**src/rtl/echo_ind_pkg.sv**
```systemverilog
// Shared types and constants for the Echo indication serializer.
// Covers the FIFO entry layout, the header word fields and the serializer state encoding.
package echo_ind_pkg;

    localparam int unsigned DATA_W      = 32;
    localparam int unsigned SEQ_W       = 8;
    localparam int unsigned HDR_SEQ_LSB = 24;
    localparam int unsigned HDR_LEN_LSB = 16;
    localparam int unsigned HDR_ID_BIT  = 0;

    localparam logic             ID_HEARD  = 1'b0;
    localparam logic             ID_HEARD2 = 1'b1;
    localparam logic [SEQ_W-1:0] MSG_LEN   = 8'd2;

    localparam logic [0:0] S_HDR  = 1'b0;
    localparam logic [0:0] S_BODY = 1'b1;

    typedef struct packed {
        logic              id;
        logic [DATA_W-1:0] payload;
    } ind_entry_t;

    // Header word: [31:24] sequence, [23:16] length, [0] method id.
    function automatic logic [DATA_W-1:0] make_header(input logic [SEQ_W-1:0] seq,
                                                      input logic             id);
        logic [DATA_W-1:0] hdr;
        hdr                          = '0;
        hdr[HDR_SEQ_LSB +: SEQ_W]    = seq;
        hdr[HDR_LEN_LSB +: SEQ_W]    = MSG_LEN;
        hdr[HDR_ID_BIT]              = id;
        return hdr;
    endfunction

endpackage

```
**src/rtl/echo_indication_serializer_if.sv**
```systemverilog
// Word pipe toward the host transport.
// The serializer is the master and the transport is the slave.
interface echo_indication_serializer_if;
    import echo_ind_pkg::*;

    logic              enq__ENA;
    logic [DATA_W-1:0] enq__v;
    logic              enq__last;
    logic              enq__RDY;

    modport master (output enq__ENA, output enq__v, output enq__last, input  enq__RDY);
    modport slave  (input  enq__ENA, input  enq__v, input  enq__last, output enq__RDY);

endinterface

```
**src/rtl/echo_ind_fifo.sv**
```systemverilog
// Message FIFO with two ordered push ports (push0 lands before push1) and one pop port.
// The head entry is visible the cycle after it is written.
module echo_ind_fifo
    import echo_ind_pkg::*;
#(
    parameter  int unsigned DEPTH = 4,
    localparam int unsigned PTR_W = $clog2(DEPTH),
    localparam int unsigned CNT_W = PTR_W + 1
) (
    input  logic             clk,
    input  logic             rst_n,
    input  logic             push0,
    input  ind_entry_t       push0_data,
    input  logic             push1,
    input  ind_entry_t       push1_data,
    input  logic             pop,
    output ind_entry_t       head,
    output logic [CNT_W-1:0] count
);

    ind_entry_t       mem_q [DEPTH];
    ind_entry_t       mem_d [DEPTH];
    logic [PTR_W-1:0] wr_ptr_q, wr_ptr_d;
    logic [PTR_W-1:0] rd_ptr_q, rd_ptr_d;
    logic [PTR_W-1:0] wr_ptr_1;
    logic [CNT_W-1:0] count_q, count_d;
    logic             do_pop;

    // Second push goes to the slot after the first one when both fire.
    always_comb begin
        mem_d    = mem_q;
        wr_ptr_1 = wr_ptr_q + PTR_W'(push0);
        do_pop   = pop && (count_q != '0);
        if (push0) mem_d[wr_ptr_q] = push0_data;
        if (push1) mem_d[wr_ptr_1] = push1_data;
        wr_ptr_d = wr_ptr_q + PTR_W'(push0) + PTR_W'(push1);
        rd_ptr_d = rd_ptr_q + PTR_W'(do_pop);
        count_d  = count_q + CNT_W'(push0) + CNT_W'(push1) - CNT_W'(do_pop);
    end

    always_ff @(posedge clk) begin
        if (!rst_n) begin
            mem_q    <= '{default: '0};
            wr_ptr_q <= '0;
            rd_ptr_q <= '0;
            count_q  <= '0;
        end else begin
            mem_q    <= mem_d;
            wr_ptr_q <= wr_ptr_d;
            rd_ptr_q <= rd_ptr_d;
            count_q  <= count_d;
        end
    end

    assign head  = mem_q[rd_ptr_q];
    assign count = count_q;

endmodule

```
**src/rtl/echo_indication_serializer.sv**
```systemverilog
// Accepts heard/heard2 indications into a FIFO and serializes each one as a
// header word followed by a payload word on the host word pipe.
module echo_indication_serializer
    import echo_ind_pkg::*;
#(
    parameter int unsigned DEPTH     = 4,
    parameter int unsigned CNT_WIDTH = 16
) (
    input  logic                  CLK,
    input  logic                  nRST,
    input  logic                  heard__ENA,
    input  logic [DATA_W-1:0]     heard__v,
    output logic                  heard__RDY,
    input  logic                  heard2__ENA,
    input  logic [15:0]           heard2__a,
    input  logic [15:0]           heard2__b,
    output logic                  heard2__RDY,
    echo_indication_serializer_if.master pipe,
    output logic [CNT_WIDTH-1:0]  sent_count
);

    localparam int unsigned CNT_W = $clog2(DEPTH) + 1;

    logic [0:0]           state_q, state_d;
    logic [SEQ_W-1:0]     seq_q, seq_d;
    logic [CNT_WIDTH-1:0] sent_count_q, sent_count_d;

    logic [CNT_W-1:0] fifo_count;
    ind_entry_t       head;
    ind_entry_t       heard_entry;
    ind_entry_t       heard2_entry;
    logic             accept_rdy;
    logic             push0;
    logic             push1;
    logic             pop;
    logic             empty;

    // Acceptance needs room for a worst-case double push; depends on registered count only.
    always_comb begin
        accept_rdy   = (CNT_W'(DEPTH) - fifo_count) >= CNT_W'(2);
        empty        = (fifo_count == '0);
        push0        = heard__ENA && accept_rdy;
        push1        = heard2__ENA && accept_rdy;
        heard_entry  = '{id: ID_HEARD,  payload: heard__v};
        heard2_entry = '{id: ID_HEARD2, payload: {heard2__a, heard2__b}};
    end

    echo_ind_fifo #(.DEPTH(DEPTH)) u_fifo (
        .clk        (CLK),
        .rst_n      (nRST),
        .push0      (push0),
        .push0_data (heard_entry),
        .push1      (push1),
        .push1_data (heard2_entry),
        .pop        (pop),
        .head       (head),
        .count      (fifo_count)
    );

    // Serializer next-state and word pipe outputs.
    always_comb begin
        state_d        = state_q;
        seq_d          = seq_q;
        sent_count_d   = sent_count_q;
        pop            = 1'b0;
        pipe.enq__ENA  = 1'b0;
        pipe.enq__v    = '0;
        pipe.enq__last = 1'b0;
        if (state_q == S_HDR) begin
            pipe.enq__ENA = !empty;
            if (!empty) begin
                pipe.enq__v = make_header(seq_q, head.id);
                if (pipe.enq__RDY) state_d = S_BODY;
            end
        end else begin
            pipe.enq__ENA  = 1'b1;
            pipe.enq__v    = head.payload;
            pipe.enq__last = 1'b1;
            if (pipe.enq__RDY) begin
                pop          = 1'b1;
                seq_d        = seq_q + SEQ_W'(1);
                sent_count_d = sent_count_q + CNT_WIDTH'(1);
                state_d      = S_HDR;
            end
        end
    end

    always_ff @(posedge CLK) begin
        if (!nRST) begin
            state_q      <= S_HDR;
            seq_q        <= '0;
            sent_count_q <= '0;
        end else begin
            state_q      <= state_d;
            seq_q        <= seq_d;
            sent_count_q <= sent_count_d;
        end
    end

    assign heard__RDY  = accept_rdy;
    assign heard2__RDY = accept_rdy;
    assign sent_count  = sent_count_q;

endmodule

```
**src/flat_wrapper.sv**
```systemverilog
// flat-port wrapper written by rule: the top's interface ports become plain ports
module echo_indication_serializer_flat import echo_ind_pkg::*;
#(
    parameter int unsigned DEPTH     = 4,
    parameter int unsigned CNT_WIDTH = 16
)
  (CLK, nRST, heard__ENA, heard__v, heard__RDY, heard2__ENA, heard2__a, heard2__b, heard2__RDY, sent_count, pipe_enq__ENA, pipe_enq__v, pipe_enq__last, pipe_enq__RDY);
  echo_indication_serializer_if pipe_i ();
  input  logic CLK;
  input  logic nRST;
  input  logic heard__ENA;
  input  logic [DATA_W-1:0] heard__v;
  output logic heard__RDY;
  input  logic heard2__ENA;
  input  logic [15:0] heard2__a;
  input  logic [15:0] heard2__b;
  output logic heard2__RDY;
  output logic [CNT_WIDTH-1:0] sent_count;
  output wire logic [$bits(pipe_i.enq__ENA)-1:0] pipe_enq__ENA;
  output wire logic [$bits(pipe_i.enq__v)-1:0] pipe_enq__v;
  output wire logic [$bits(pipe_i.enq__last)-1:0] pipe_enq__last;
  input wire logic [$bits(pipe_i.enq__RDY)-1:0] pipe_enq__RDY;
  assign pipe_enq__ENA = pipe_i.enq__ENA;
  assign pipe_enq__v = pipe_i.enq__v;
  assign pipe_enq__last = pipe_i.enq__last;
  assign pipe_i.enq__RDY = pipe_enq__RDY;
  echo_indication_serializer #(.DEPTH(DEPTH), .CNT_WIDTH(CNT_WIDTH)) u_core (.CLK(CLK), .nRST(nRST), .heard__ENA(heard__ENA), .heard__v(heard__v), .heard__RDY(heard__RDY), .heard2__ENA(heard2__ENA), .heard2__a(heard2__a), .heard2__b(heard2__b), .heard2__RDY(heard2__RDY), .pipe(pipe_i), .sent_count(sent_count));
endmodule
```
**config.mk**
```make
export PLATFORM = sky130hd
export DESIGN_NAME = echo_indication_serializer_flat
export DESIGN_NICKNAME = d
export VERILOG_FILES = /design/src/rtl/echo_ind_pkg.sv /design/src/rtl/echo_indication_serializer_if.sv /design/src/rtl/echo_ind_fifo.sv /design/src/rtl/echo_indication_serializer.sv /design/src/flat_wrapper.sv
export SDC_FILE = /design/constraint.sdc
export NUM_CORES = 1
export LEC_CHECK = 0
export BUFFER_PORTS_ARGS = -buffer_cell sky130_fd_sc_hd__buf_2
export CAP_MARGIN = 20
export CORE_MARGIN = 2
export CORE_UTILIZATION = 45
export CTS_CLUSTER_SIZE = 16
export DETAILED_ROUTE_END_ITERATION = 6
export PLACE_DENSITY = 0.74
export SLEW_MARGIN = 20
export SYNTH_ARGS = -nofsm -noshare
export SYNTH_HDL_FRONTEND = slang
export SYNTH_SLANG_ARGS = --single-unit
```
**constraint.sdc**
```tcl
create_clock -name CLK -period 7.5 [get_ports CLK]
set_input_delay 0.75 -clock CLK [delete_from_list [all_inputs] [get_ports CLK]]
set_output_delay 0.75 -clock CLK [all_outputs]
set_load 0.03 [all_outputs]
```
==> impl_results.md <==
* Status: finished clean
* Sequential share of power at 0.393
* Synth top area share at 0.4006
* Peak VDD IR at 206.5 µV
* Initial antenna violation count at 1
* Busiest grt layer: met2
* Clock network power share at 0.260
* Fin nets at 1142
* Post-Syn Nets at 1082
* Crit path DAT at 4.09 ns
* Rel. slew slack at 0.2983
* Routing usage on met2 at 0.3765
* Chip width at 139.0 µm
* Share of post-route cells with drive strength above 1 at 0.1898
* Die ar. at 0.01931 mm²
* Worst slew pin tran at 1.053 ns
* Detailed-route via count at 7556
* Clk_skew at 0.008244 ns
* Worst Path Max Fanout at 65
* Cells after Synth at 1002
* CTS tree: yes
* TritonRoute pass-1 iters at 5
* Crit share post-route at 0.5108
* FILL cells at 1693
* IO Pins at 121
* Power, Total at 3355 µW
* WS Path Type: flip-flop to flip-flop
* Leakage at 0.003412 µW
* FF+latch count, synth at 164
* CTS Buf Count at 17
* Yosys top cell by area: dfxtp_1
* First-pass GRT wire length at 37110 µm
* Power per Cell Area at 361.4 mW/mm²
* # hold bufs at CTS at 0
* GPL Wtd Cong at 0.7937
* Post-synthesis cell type count at 35
* Maximum clock rate at 261.0 MHz
* P_sw at 1267 µW
* CP Launch Type: flip-flop
* H-Tree Depth at 4
* Syn-to-layout area delta at 13.28%
* Cell row count at 49
* Clk root buf: clkbuf_16
* Later-pin clock latency in the skew report at 0.43 ns
* IO buf count at 120
* Fin Setup TNS at 0 ns
* Hold Crit Class: flip-flop to flip-flop
* M3 GR Usage at 0.04178
* Largest net degree at the start of global routing at 90
* Setup bufs post-CTS at 0
* Die Y at 139.0 µm
* Clock-pin slew on the worst setup and hold paths at 0.06 ns
* CTS sink cnt at 164
* ANT nets after route at 0
* Global routing usage on met1 at 0.3281
* GRT Overall Usage at 0.2353
* Req. time, crit path at 7.76 ns
* Routed WL per cell at 17.22 µm
* Final hold viol count at 0
* GR Overflow Total at 0
* Top cells by area, synth: dfxtp_1, nand2_1, a31oi_1, mux4_2, o21ai_0
* # Max-Cap Violations at 0
* Final wirelength at 22450 µm
* Core ar. at 0.01790 mm²
* Number of global-route vias before repair at 7073
* Detailed Route Iter0 Violations at 701
* N_diodes at 0
* Via density at 5.794
* YS warnings at 0
* Clock tree buffer depth at 2
* Internal power at 2088 µW
* RSZ-0062 raised after global routing: no
* Syn avg cell area at 8.179 µm²
* Slew Viols, Final at 0
* Gate power share at 0.347
* Detailed Place HPWL at 13830 µm
* Seq/Total Area, Yosys at 0.4006
* Initial core utilization at 0.4578
* Critical path endpoint category: flip-flop
* Post-route minimum period at 3.831 ns
* Switching Share at 0.3778
* Synthesized area at 0.008195 mm²
* Post-cts sizing count at 0
* Setup violations, final at 0
* Drt drc at 0
==> cell usage after synthesis <==
| master | instances |
|---|---|
| a21o_1 | 1 |
| a21oi_1 | 7 |
| a22o_1 | 1 |
| a31oi_1 | 128 |
| and2_1 | 31 |
| and3_1 | 2 |
| and3b_1 | 2 |
| and4_1 | 2 |
| buf_1 | 1 |
| buf_2 | 35 |
| buf_4 | 12 |
| buf_6 | 10 |
| clkbuf_1 | 33 |
| dfxtp_1 | 164 |
| fa_1 | 2 |
| ha_1 | 9 |
| inv_1 | 10 |
| mux2i_1 | 3 |
| mux4_2 | 33 |
| nand2_1 | 287 |
| nand2b_1 | 11 |
| nand3_1 | 5 |
| nand4_1 | 9 |
| nand4_2 | 1 |
| nand4b_2 | 2 |
| nor2_1 | 28 |
| nor3_1 | 4 |
| nor3b_1 | 1 |
| nor4_1 | 4 |
| o21ai_0 | 93 |
| o21ai_1 | 44 |
| or3_1 | 1 |
| or3b_4 | 1 |
| xnor2_1 | 15 |
| xor2_1 | 10 |
==> power by group through the flow <==
stage / clock network [µW] / registers, µW / logic (µW)
floorplan: 0 / 1270 / 952
global placement: 0 / 1320 / 1130
detailed placement: 0 / 1330 / 1170
CTS: 875 / 1320 / 1170
global route: 911 / 1350 / 1300
finish: 871 / 1320 / 1160
==> routing by layer <==
| layer | part of all wire | vias up |
|---|---|---|
| li1 | - | 3631 |
| met2 | 0.46 | 305 |
| met1 | 0.45 | 3580 |
| met4 | 0.017 | 2 |
| met5 | 0.00058 | - |
| met3 | 0.070 | 38 |
==> cell usage in the layout, fill, tap and decap left out, types with 2 or more instances in the layout <==
cell type | netlist | layout
dfxtp_1 | 164 | 161
nand3_1 | 5 | 5
buf_4 | 12 | 13
nand2_1 | 287 | 287
buf_2 | 35 | 119
a21oi_1 | 7 | 7
nor4_1 | 4 | 4
and3b_1 | 2 | 2
xnor2_1 | 15 | 15
inv_1 | 10 | 10
and3_1 | 2 | 2
clkbuf_8 | 0 | 3
xor2_1 | 10 | 10
a31oi_1 | 128 | 128
inv_6 | 0 | 4
ha_1 | 9 | 9
o21ai_0 | 93 | 93
clkbuf_16 | 0 | 17
nand4_1 | 9 | 9
clkinvlp_4 | 0 | 3
fa_1 | 2 | 2
nor2_1 | 28 | 28
o21ai_1 | 44 | 44
nand4b_4 | 0 | 2
and2_1 | 31 | 31
dfxtp_2 | 0 | 3
mux4_2 | 33 | 33
nand2b_1 | 11 | 11
clkinv_2 | 0 | 2
nor3_1 | 4 | 4
and4_1 | 2 | 2
mux2i_1 | 3 | 3
==> sequential cells by signal (all words and copies together), names as in the netlist <==
name and flops:
u_core.seq_q 8, u_core.u_fifo.count 3, u_core.u_fifo.wr_ptr_q 2, u_core.u_fifo.mem_q 132
u_core.sent_count 16, u_core.u_fifo.rd_ptr_q 2, u_core.state_q 1
==> final timing paths <==
kind                                               from                 endpoint  slack [ns]  depth (start not counted)
worst min-delay path            u_core.u_fifo.mem_q[98]  u_core.u_fifo.mem_q[98]        0.46                          2
worst max-delay path             u_core.u_fifo.count[1]  u_core.u_fifo.mem_q[25]        3.67                         10
worst max register to register   u_core.u_fifo.count[1]  u_core.u_fifo.mem_q[25]        3.67                         10
worst min register to register  u_core.u_fifo.mem_q[98]  u_core.u_fifo.mem_q[98]        0.46                          2
==> through the flow <==
step           utilization  std cells  instance area (µm²)  hold slack, ns  setup WS, ns
4_1_cts             0.5186       1304                 9284          0.4560         3.705
3_5_place_dp        0.4860       1272                 8700          0.4476         3.702
3_3_place_gp        0.4860       1272                 8700          0.4388         3.862
6_report            0.5186       1304                 9284          0.4569         3.669
5_1_grt             0.5186       1304                 9284          0.4738         3.335
2_1_floorplan            -       1002                 8195          0.4328         4.639
==> cell families (layout without fill, tap and decap cells) <==
family	after synthesis	count (layout)	synth area share
AND/OR/NAND/NOR	391	391	0.2058
adder cells (fa/ha/maj)	11	11	0.01863
buffers and inverters	101	174	0.06626
AO/OA/AOI/OAI	274	274	0.1876
XOR/XNOR	25	25	0.02672
multiplexers	36	36	0.09435
flip-flops	164	164	0.4006
==> cell type report <==
type,count,area (µm²),area share
multi-input combinational,737,4395,0.4735
inverter,10,37.54,0.004043
clock buffer,20,466.7,0.05027
clock inverter,12,117.6,0.01267
timing repair buffer,132,693.2,0.07466
tap,229,286.5,0.03086
sequential,164,3287,0.3540
==> worst max-delay path, stage by stage (launching register included) <==
cell and delay (ns):
dfxtp_1 0.37, inv_1 0.09, ha_1 0.19, ha_1 0.27, or3b_4 0.48, and2_1 0.21, ha_1 0.23, xor2_1 0.46
nand4_4 0.77, o21ai_0 0.45, a31oi_1 0.08
(Power assumes the default switching activity.)
